**src/rtl/dmem_responder.sv**
```systemverilog
// dmem_responder: responder end of the data-memory interface.
// Takes one load/store over a valid/ready request handshake and waits a fixed
// number of cycles. It then services the request from a local word array and
// returns the result over a valid/ready response handshake.
// Optional build macro: DMEM_BYTE_EN_EN adds req_be[3:0] per-byte store enables.
module dmem_responder #(
  parameter int DATA_WIDTH = 32,
  parameter int ADDR_BITS  = 4,
  parameter int LATENCY    = 2
) (
  input  logic                  clk,
  input  logic                  reset,
  input  logic                  req_valid,
  output logic                  req_ready,
  input  logic                  req_write,
  input  logic [31:0]           req_addr,
  input  logic [DATA_WIDTH-1:0] req_wdata,
`ifdef DMEM_BYTE_EN_EN
  input  logic [3:0]            req_be,
`endif
  output logic                  resp_valid,
  input  logic                  resp_ready,
  output logic [DATA_WIDTH-1:0] resp_rdata,
  output logic                  resp_err
);

  localparam int DEPTH = 2 ** ADDR_BITS;

  typedef enum logic [1:0] {S_IDLE, S_WAIT, S_RESP} state_t;

  state_t                 r_state;
  logic [3:0]             r_cnt;
  logic                   r_write;
  logic [ADDR_BITS-1:0]   r_idx;
  logic [DATA_WIDTH-1:0]  r_wdata;
  logic                   r_mis;
  logic                   r_req_ready;
  logic                   r_resp_valid;
  logic [DATA_WIDTH-1:0]  r_resp_rdata;
  logic                   r_resp_err;
  logic [DATA_WIDTH-1:0]  r_mem [DEPTH];
`ifdef DMEM_BYTE_EN_EN
  logic [3:0]             r_be;
`endif

  logic [DATA_WIDTH-1:0]  w_cur_word;
  logic [DATA_WIDTH-1:0]  w_store_word;
  logic                   w_unused_addr;

  // Upper address bits take no part in decoding; addresses wrap over the array.
  assign w_unused_addr = ^req_addr[31:ADDR_BITS+2];

  assign w_cur_word = r_mem[r_idx];

`ifdef DMEM_BYTE_EN_EN
  // Merge enabled store lanes into the current word; disabled lanes keep old bytes.
  for (genvar gi = 0; gi < 4; gi++) begin : g_lane
    assign w_store_word[8*gi +: 8] = r_be[gi] ? r_wdata[8*gi +: 8] : w_cur_word[8*gi +: 8];
  end
`else
  assign w_store_word = r_wdata;
`endif

  assign req_ready  = r_req_ready;
  assign resp_valid = r_resp_valid;
  assign resp_rdata = r_resp_rdata;
  assign resp_err   = r_resp_err;

  // Request/wait/response FSM plus the word array, with all outputs registered.
  // The counter holds the number of wait cycles still to run. The memory action
  // happens on the edge where it is already 0, so resp_valid rises LATENCY+1
  // edges after the accept edge.
  always_ff @(posedge clk) begin
    if (reset) begin
      r_state      <= S_IDLE;
      r_cnt        <= '0;
      r_write      <= 1'b0;
      r_idx        <= '0;
      r_wdata      <= '0;
      r_mis        <= 1'b0;
      r_req_ready  <= 1'b1;
      r_resp_valid <= 1'b0;
      r_resp_rdata <= '0;
      r_resp_err   <= 1'b0;
`ifdef DMEM_BYTE_EN_EN
      r_be         <= '0;
`endif
      for (int i = 0; i < DEPTH; i++) begin
        r_mem[i] <= '0;
      end
    end else begin
      case (r_state)
        S_IDLE: begin
          if (req_valid) begin
            r_write     <= req_write;
            r_idx       <= req_addr[ADDR_BITS+1:2];
            r_wdata     <= req_wdata;
            r_mis       <= (req_addr[1:0] != 2'b00);
`ifdef DMEM_BYTE_EN_EN
            r_be        <= req_be;
`endif
            r_cnt       <= 4'(LATENCY);
            r_req_ready <= 1'b0;
            r_state     <= S_WAIT;
          end
        end
        S_WAIT: begin
          if (r_cnt == 4'd0) begin
            r_state      <= S_RESP;
            r_resp_valid <= 1'b1;
            if (r_mis) begin
              r_resp_err   <= 1'b1;
              r_resp_rdata <= '0;
            end else if (r_write) begin
              r_mem[r_idx] <= w_store_word;
              r_resp_rdata <= '0;
            end else begin
              r_resp_rdata <= w_cur_word;
            end
          end else begin
            r_cnt <= r_cnt - 4'd1;
          end
        end
        S_RESP: begin
          if (resp_ready) begin
            r_resp_valid <= 1'b0;
            r_resp_err   <= 1'b0;
            r_resp_rdata <= '0;
            r_req_ready  <= 1'b1;
            r_state      <= S_IDLE;
          end
        end
        default: begin
          r_state     <= S_IDLE;
          r_req_ready <= 1'b1;
        end
      endcase
    end
  end

endmodule

```
**config.mk**
```make
export PLATFORM = sky130hd
export DESIGN_NAME = dmem_responder
export DESIGN_NICKNAME = d
export VERILOG_FILES = /design/src/rtl/dmem_responder.sv
export SDC_FILE = /design/constraint.sdc
export NUM_CORES = 1
export LEC_CHECK = 0
export ABC_AREA = 1
export BUFFER_PORTS_ARGS = -buffer_cell sky130_fd_sc_hd__buf_2
export CAP_MARGIN = 20
export CORE_UTILIZATION = 60
export DETAILED_ROUTE_END_ITERATION = 8
export GPL_ROUTABILITY_DRIVEN = 0
export PLACE_DENSITY = 0.82
export SKIP_LAST_GASP = 1
export SLEW_MARGIN = 15
export SYNTH_ARGS = -nofsm -noshare
export SYNTH_HDL_FRONTEND = slang
export SYNTH_SLANG_ARGS = --single-unit
```
**constraint.sdc**
```tcl
create_clock -name clk -period 6.6 [get_ports clk]
set_input_delay 0.66 -clock clk [delete_from_list [all_inputs] [get_ports clk]]
set_output_delay 0.66 -clock clk [all_outputs]
set_load 0.02 [all_outputs]
```
==> results of run 1 <==
placed cells by master, fill, tap and decap left out, types with 3 or more instances in the layout:
master / n
nand2_1: 772
nor2_1: 526
edfxtp_1: 512
inv_1: 400
nand3_1: 384
dfxtp_1: 80
buf_2: 77
a21oi_1: 75
clkbuf_16: 60
clkinv_1: 41
o21ai_0: 41
buf_4: 41
clkbuf_1: 19
nand2_2: 8
clkbuf_8: 8
clkinv_2: 6
nor3_2: 5
bufinv_16: 4
nor3_1: 3
critical path, cell delays in order:
cell	delay, ps
buf_2	720
clkinv_1	160
buf_4	350
nand4_1	330
nor3_2	120
nand2_1	80
buf_4	450
nand2_2	770
cell families after synthesis:
| family | Yosys count | synth area share |
|---|---|---|
| AO/OA/AOI/OAI | 117 | 0.0215 |
| adder cells (fa/ha/maj) | 1 | 0.000457 |
| buffers and inverters | 646 | 0.103 |
| flip-flops | 595 | 0.622 |
| AND/OR/NAND/NOR | 1702 | 0.253 |
power breakdown:
| group | internal (W) | switching, W | total (W) |
|---|---|---|---|
| Combinational | 0.000269 | 0.000853 | 0.00112 |
| Sequential | 0.00423 | 0.0000738 | 0.00430 |
| Clock | 0.00191 | 0.00140 | 0.00330 |
| Total | 0.00641 | 0.00232 | 0.00873 |
path summary, 6_finish.rpt:
kind	depth (start not counted)	endpoint
worst max register to register	11	resp_rdata[15]
worst min-delay path	3	r_write
worst max-delay path	8	r_mem[6][15]
worst min register to register	2	resp_rdata[16]
cell usage after synthesis, types with 4 or more instances:
library cell / count / area (um^2)
buf_6: 48 / 541
nor2_1: 526 / 1970
o21ai_0: 41 / 205
a21oi_1: 75 / 375
buf_1: 23 / 86.3
nor3_1: 4 / 20.0
buf_2: 24 / 120
nand3_1: 384 / 1920
clkbuf_1: 114 / 428
edfxtp_1: 512 / 15400
nand2_1: 779 / 2920
inv_1: 404 / 1520
dfxtp_1: 83 / 1660
clkinv_1: 32 / 120
nor3_2: 4 / 40.0
cell type report:
type,instances,area share
Timing Repair Buffer,118,0.0234
Multi-Input combinational cell,1820,0.255
Antenna cell,1,0.0000846
Inverter,437,0.0557
Tap cell,592,0.0251
Clock inverter,21,0.00690
Sequential cell,595,0.577
Clock buffer,87,0.0569
registers in the layout, summed over array words and instances (netlist names), 2 cells and up, named ones only:
signal	count
r_idx	4
r_state	2
r_cnt	4
resp_rdata	32
r_wdata	32
r_mem	512
routing by layer:
layer  share of wire  vias up
li1                -     9591
met1            0.35     9906
met2            0.47     1499
met3            0.13      275
met4           0.048        0
met5               0        -
stage by stage:
stage	setup WS (ps)	power, W
detailed placement	2440	0.00547
finish	2990	0.00873
floorplan	3980	0.00512
CTS	3050	0.00871
global route	2800	0.00897
global placement	2510	0.00543
==> flow_summary.json, run 1 <==
{
  "run_status": "finished, final reports clean",
  "wl_per_cell_um": 20.1,
  "cts-root-to-sink-buffers": 3,
  "grt_first_pass_wirelength_um": 112000,
  "cts_hold_buffers": 0,
  "die_y_um": 216,
  "min_path_type": "input pin to flop",
  "critPathLaunchType": "input pin",
  "clkSinkCount": 595,
  "die_w_um": 216,
  "cp_max_fo": 57,
  "post-route-min-period_ps": 3610,
  "synth_seq_cells": 595,
  "final_util": 0.663,
  "worstMarginPinSlew_ps": 1120,
  "grt_antenna_before_repair": 0,
  "met3_usage": 0.0653,
  "final_hold_viol_count": 0,
  "ys_async_sr_fraction": 0,
  "peakVddDrop_mv": 0.221,
  "dieArea_mm2": 0.0465,
  "holdWs_ps": 277,
  "grt.busiest_layer": "met2",
  "drive_above_1_share": 0.0715,
  "syn_inst": 3061,
  "fill_cells": 3269,
  "min_from": "req_write",
  "relSlewSlack": 0.252,
  "finalCritPeriodShare": 0.547,
  "ant_nets": 0,
  "syn2layout_area_growth_pct": 7.99,
  "crit_path_start": "reset",
  "viasPerCell": 5.79,
  "max_cap_viol_count": 0,
  "end_kind": "flop",
  "p_leak_nw": 12.4,
  "use_met1": 0.404,
  "rows": 77,
  "clk_pin_slew_ps": 60,
  "syn_area_per_cell_um2": 8.94,
  "use_met2": 0.518,
  "yosysUniqueCellTypes": 23,
  "fin_nets": 3099,
  "clkLatencyLatePin_ps": 620,
  "synth_ff_type": "edfxtp_1",
  "drt_iter0_drc": 3039,
  "layout.area.seq_mm2": 0.0170,
  "setup_viol": 0,
  "rsz0062_at_grt": "false",
  "num_io_pins": 104,
  "grt_max_degree": 119,
  "slew_viol_final": 0,
  "synth_edf_count": 512,
  "dp_hpwl_um": 39200,
  "max_freq_ghz": 0.277,
  "vias": 21300,
  "clock-root-buffer": "clkbuf_16",
  "arrival_ps": 3710,
  "drt_wl_total_um": 73600,
  "place_area_mm2": 0.0277,
  "placedCellCount": 3562,
  "design_area_mm2": 0.0296,
  "grtUsageTotal": 0.317,
  "power_density_mw_per_mm2": 295,
  "numCtsBuffers": 57,
  "core_area_mm2": 0.0446,
  "grt_overflow_total": 0,
  "portBuffers": 77,
  "syn_area_mm2": 0.0274,
  "regToRegSetupSlack_ps": 3160,
  "drc": 0,
  "initial_core_util": 0.614,
  "cts_resized": 0,
  "grt_pass1_vias": 20900,
  "critPathKind": "input pin to flop",
  "syn_nets": 3131,
  "required_ps": 6700,
  "yosysSeqAreaShare": 0.622,
  "setup_tns_ps": 0,
  "skew_ps": 20.8,
  "cts-htree-levels": 2,
  "multi_input_area_mm2": 0.00755,
  "final_cells": 3671,
  "postCtsSetupBuffers": 0,
  "firstDrtPassIters": 5,
  "cts_tree": "built",
  "synth_warnings": 0
}
Note: power is estimated with default switching activity, not from simulation.
==> inputs of run 2 (changes only) <==
Settings changed: CORE_UTILIZATION 60 to 56, PLACE_DENSITY 0.82 to 0.8.
Clock period 6.6 ns to 3.1 ns, I/O delays scaled along.
==> flow_summary.json, run 2 (synthesis results as in run 1) <==
{
  "run_status": "finished, final reports clean",
  "cts-root-to-sink-buffers": 3,
  "max_cap_viol_count": 0,
  "finalCritPeriodShare": 0.829,
  "cts-htree-levels": 2,
  "dieArea_mm2": 0.0498,
  "clkLatencyLatePin_ps": 620,
  "min_from": "req_addr[1]",
  "clk_pin_slew_ps": 60,
  "viasPerCell": 5.70,
  "layout.area.seq_mm2": 0.0170,
  "path_buf_inv": 3,
  "largest_reg_flops": 512,
  "relSlewSlack": 0.360,
  "end_kind": "flop",
  "slowest_stage": "nor3_2",
  "crit_path_start": "r_cnt[0]",
  "final_cell_mix": "nand2_1, nor2_1, edfxtp_1",
  "p_sw_frac": 0.264,
  "die_y_um": 223,
  "critPathKind": "flop to flop",
  "worstMarginPinSlew_ps": 959,
  "cts_resized": 0,
  "power_w": 0.0188,
  "postCtsSetupBuffers": 0,
  "vias": 21300,
  "cp_max_fo": 22,
  "clock-root-buffer": "clkbuf_16",
  "p_leak_nw": 12.7,
  "slowest_delay_ps": 370,
  "critPathLaunchType": "flop",
  "slew_viol_final": 0,
  "drive_above_1_share": 0.0785,
  "setup_viol": 0,
  "die_w_um": 223,
  "rsz0062_at_grt": "false",
  "grt_max_degree": 129,
  "numCtsBuffers": 58,
  "top_register": "r_mem",
  "grtUsageTotal": 0.298,
  "max_freq_ghz": 0.389,
  "crit_path_frequent_cell": "inv_1",
  "setup_tns_ps": 0,
  "rows": 80,
  "drt_wl_total_um": 73500,
  "syn2layout_area_growth_pct": 10.2,
  "layout_commonest_cell": "nand2_1",
  "num_io_pins": 104,
  "p_clk_frac": 0.383,
  "multi_input_area_mm2": 0.00755,
  "dp_hpwl_um": 41500,
  "grt_first_pass_wirelength_um": 114000,
  "core_area_mm2": 0.0479,
  "cts_hold_buffers": 22,
  "path_cells": "inv_1 > ha_1 > inv_1 > nor3_4 > nand4_1 > nor3_2 > nand2_1 > nand2_2 > buf_12",
  "fill_cells": 3608,
  "grt_overflow_total": 0,
  "peakVddDrop_mv": 0.429,
  "p_seq_frac": 0.486,
  "reg2reg_from": "r_cnt[0]",
  "initial_core_util": 0.571,
  "switching_power_w": 0.00498,
  "wl_per_cell_um": 19.7,
  "required_ps": 3410,
  "power_density_mw_per_mm2": 624,
  "grt_pass1_vias": 21500,
  "drt_iter0_drc": 2655,
  "clkSinkCount": 595,
  "pwr-share-comb": 0.131,
  "final_hold_viol_count": 0,
  "min_path_type": "input pin to flop",
  "ant_nets": 0,
  "p_int_w": 0.0139,
  "cts_tree": "built",
  "portBuffers": 77,
  "cpLargestDelayFamily": "simple AND/OR/NAND/NOR gates",
  "diodes": 0,
  "drc": 0,
  "fin_nets": 3142,
  "post-route-min-period_ps": 2570,
  "firstDrtPassIters": 6,
  "grt_antenna_before_repair": 0,
  "arrival_ps": 2880,
  "skew_ps": 12.3
}
-- run 2: cell types whose count changed in the layout (fill, tap and decap cells not counted) --
| cell | previous run | this run |
|---|---|---|
| buf_12 | 0 | 12 |
| bufinv_16 | 4 | 5 |
| buf_4 | 41 | 49 |
| dlygate4sd3_1 | 0 | 22 |
| clkbuf_8 | 8 | 9 |
| nand2_1 | 772 | 771 |
| nand2_2 | 8 | 9 |
| clkbuf_1 | 19 | 15 |
| clkinv_1 | 41 | 43 |
| diode_2 | 1 | 0 |
| clkinv_2 | 6 | 8 |
| clkinvlp_4 | 2 | 1 |
| clkbuf_16 | 60 | 61 |
-- run 2: cell type report --
class | count | area share
Timing Repair Buffer | 160 | 0.0402
Tap cell | 615 | 0.0255
Sequential cell | 595 | 0.565
Clock buffer | 85 | 0.0566
Inverter | 437 | 0.0546
Multi-Input combinational cell | 1820 | 0.250
Clock inverter | 25 | 0.00809
-- run 2: power groups by stage --
stage          logic [W]  registers [W]  clock network, W
2_1_floorplan    0.00158        0.00931                 0
3_3_place_gp     0.00230        0.00929                 0
3_5_place_dp     0.00238        0.00931                 0
4_1_cts          0.00243        0.00915           0.00724
5_1_grt          0.00269        0.00918           0.00752
6_report         0.00247        0.00915           0.00720
-- run 2: tightest hold or removal path: stages --
cell     delay [ps]
buf_2            80
o21ai_0          80
a21oi_1         140
-- run 2: path summary, 6_finish.rpt --
kind               endpoint  slack, ps  cells after the start
max            r_mem[1][13]        530                      9
min                   r_mis         30                      3
max reg2reg    r_mem[1][13]        530                      9
min reg2reg  resp_rdata[16]        460                      2
-- run 2: stage by stage --
step | cells | hold WS [ps] | setup WS [ps] | utilization | instance area (um^2)
global placement | 3605 | 455 | 702 | 0.584 | 28000
detailed placement | 3605 | 452 | 588 | 0.584 | 28000
floorplan | 3061 | 445 | 495 | - | 27400
CTS | 3737 | 1.09 | 545 | 0.629 | 30200
finish | 3737 | 32.1 | 529 | 0.629 | 30200
global route | 3737 | 49.6 | 438 | 0.629 | 30200
-- run 2: layer usage --
metal	vias to the layer above	GRT usage	wire length, um
met5	-	0	0
met4	0	0.149	3000
met3	228	0.0549	8960
met2	1408	0.500	35400
met1	9961	0.372	26100
li1	9686	-	-
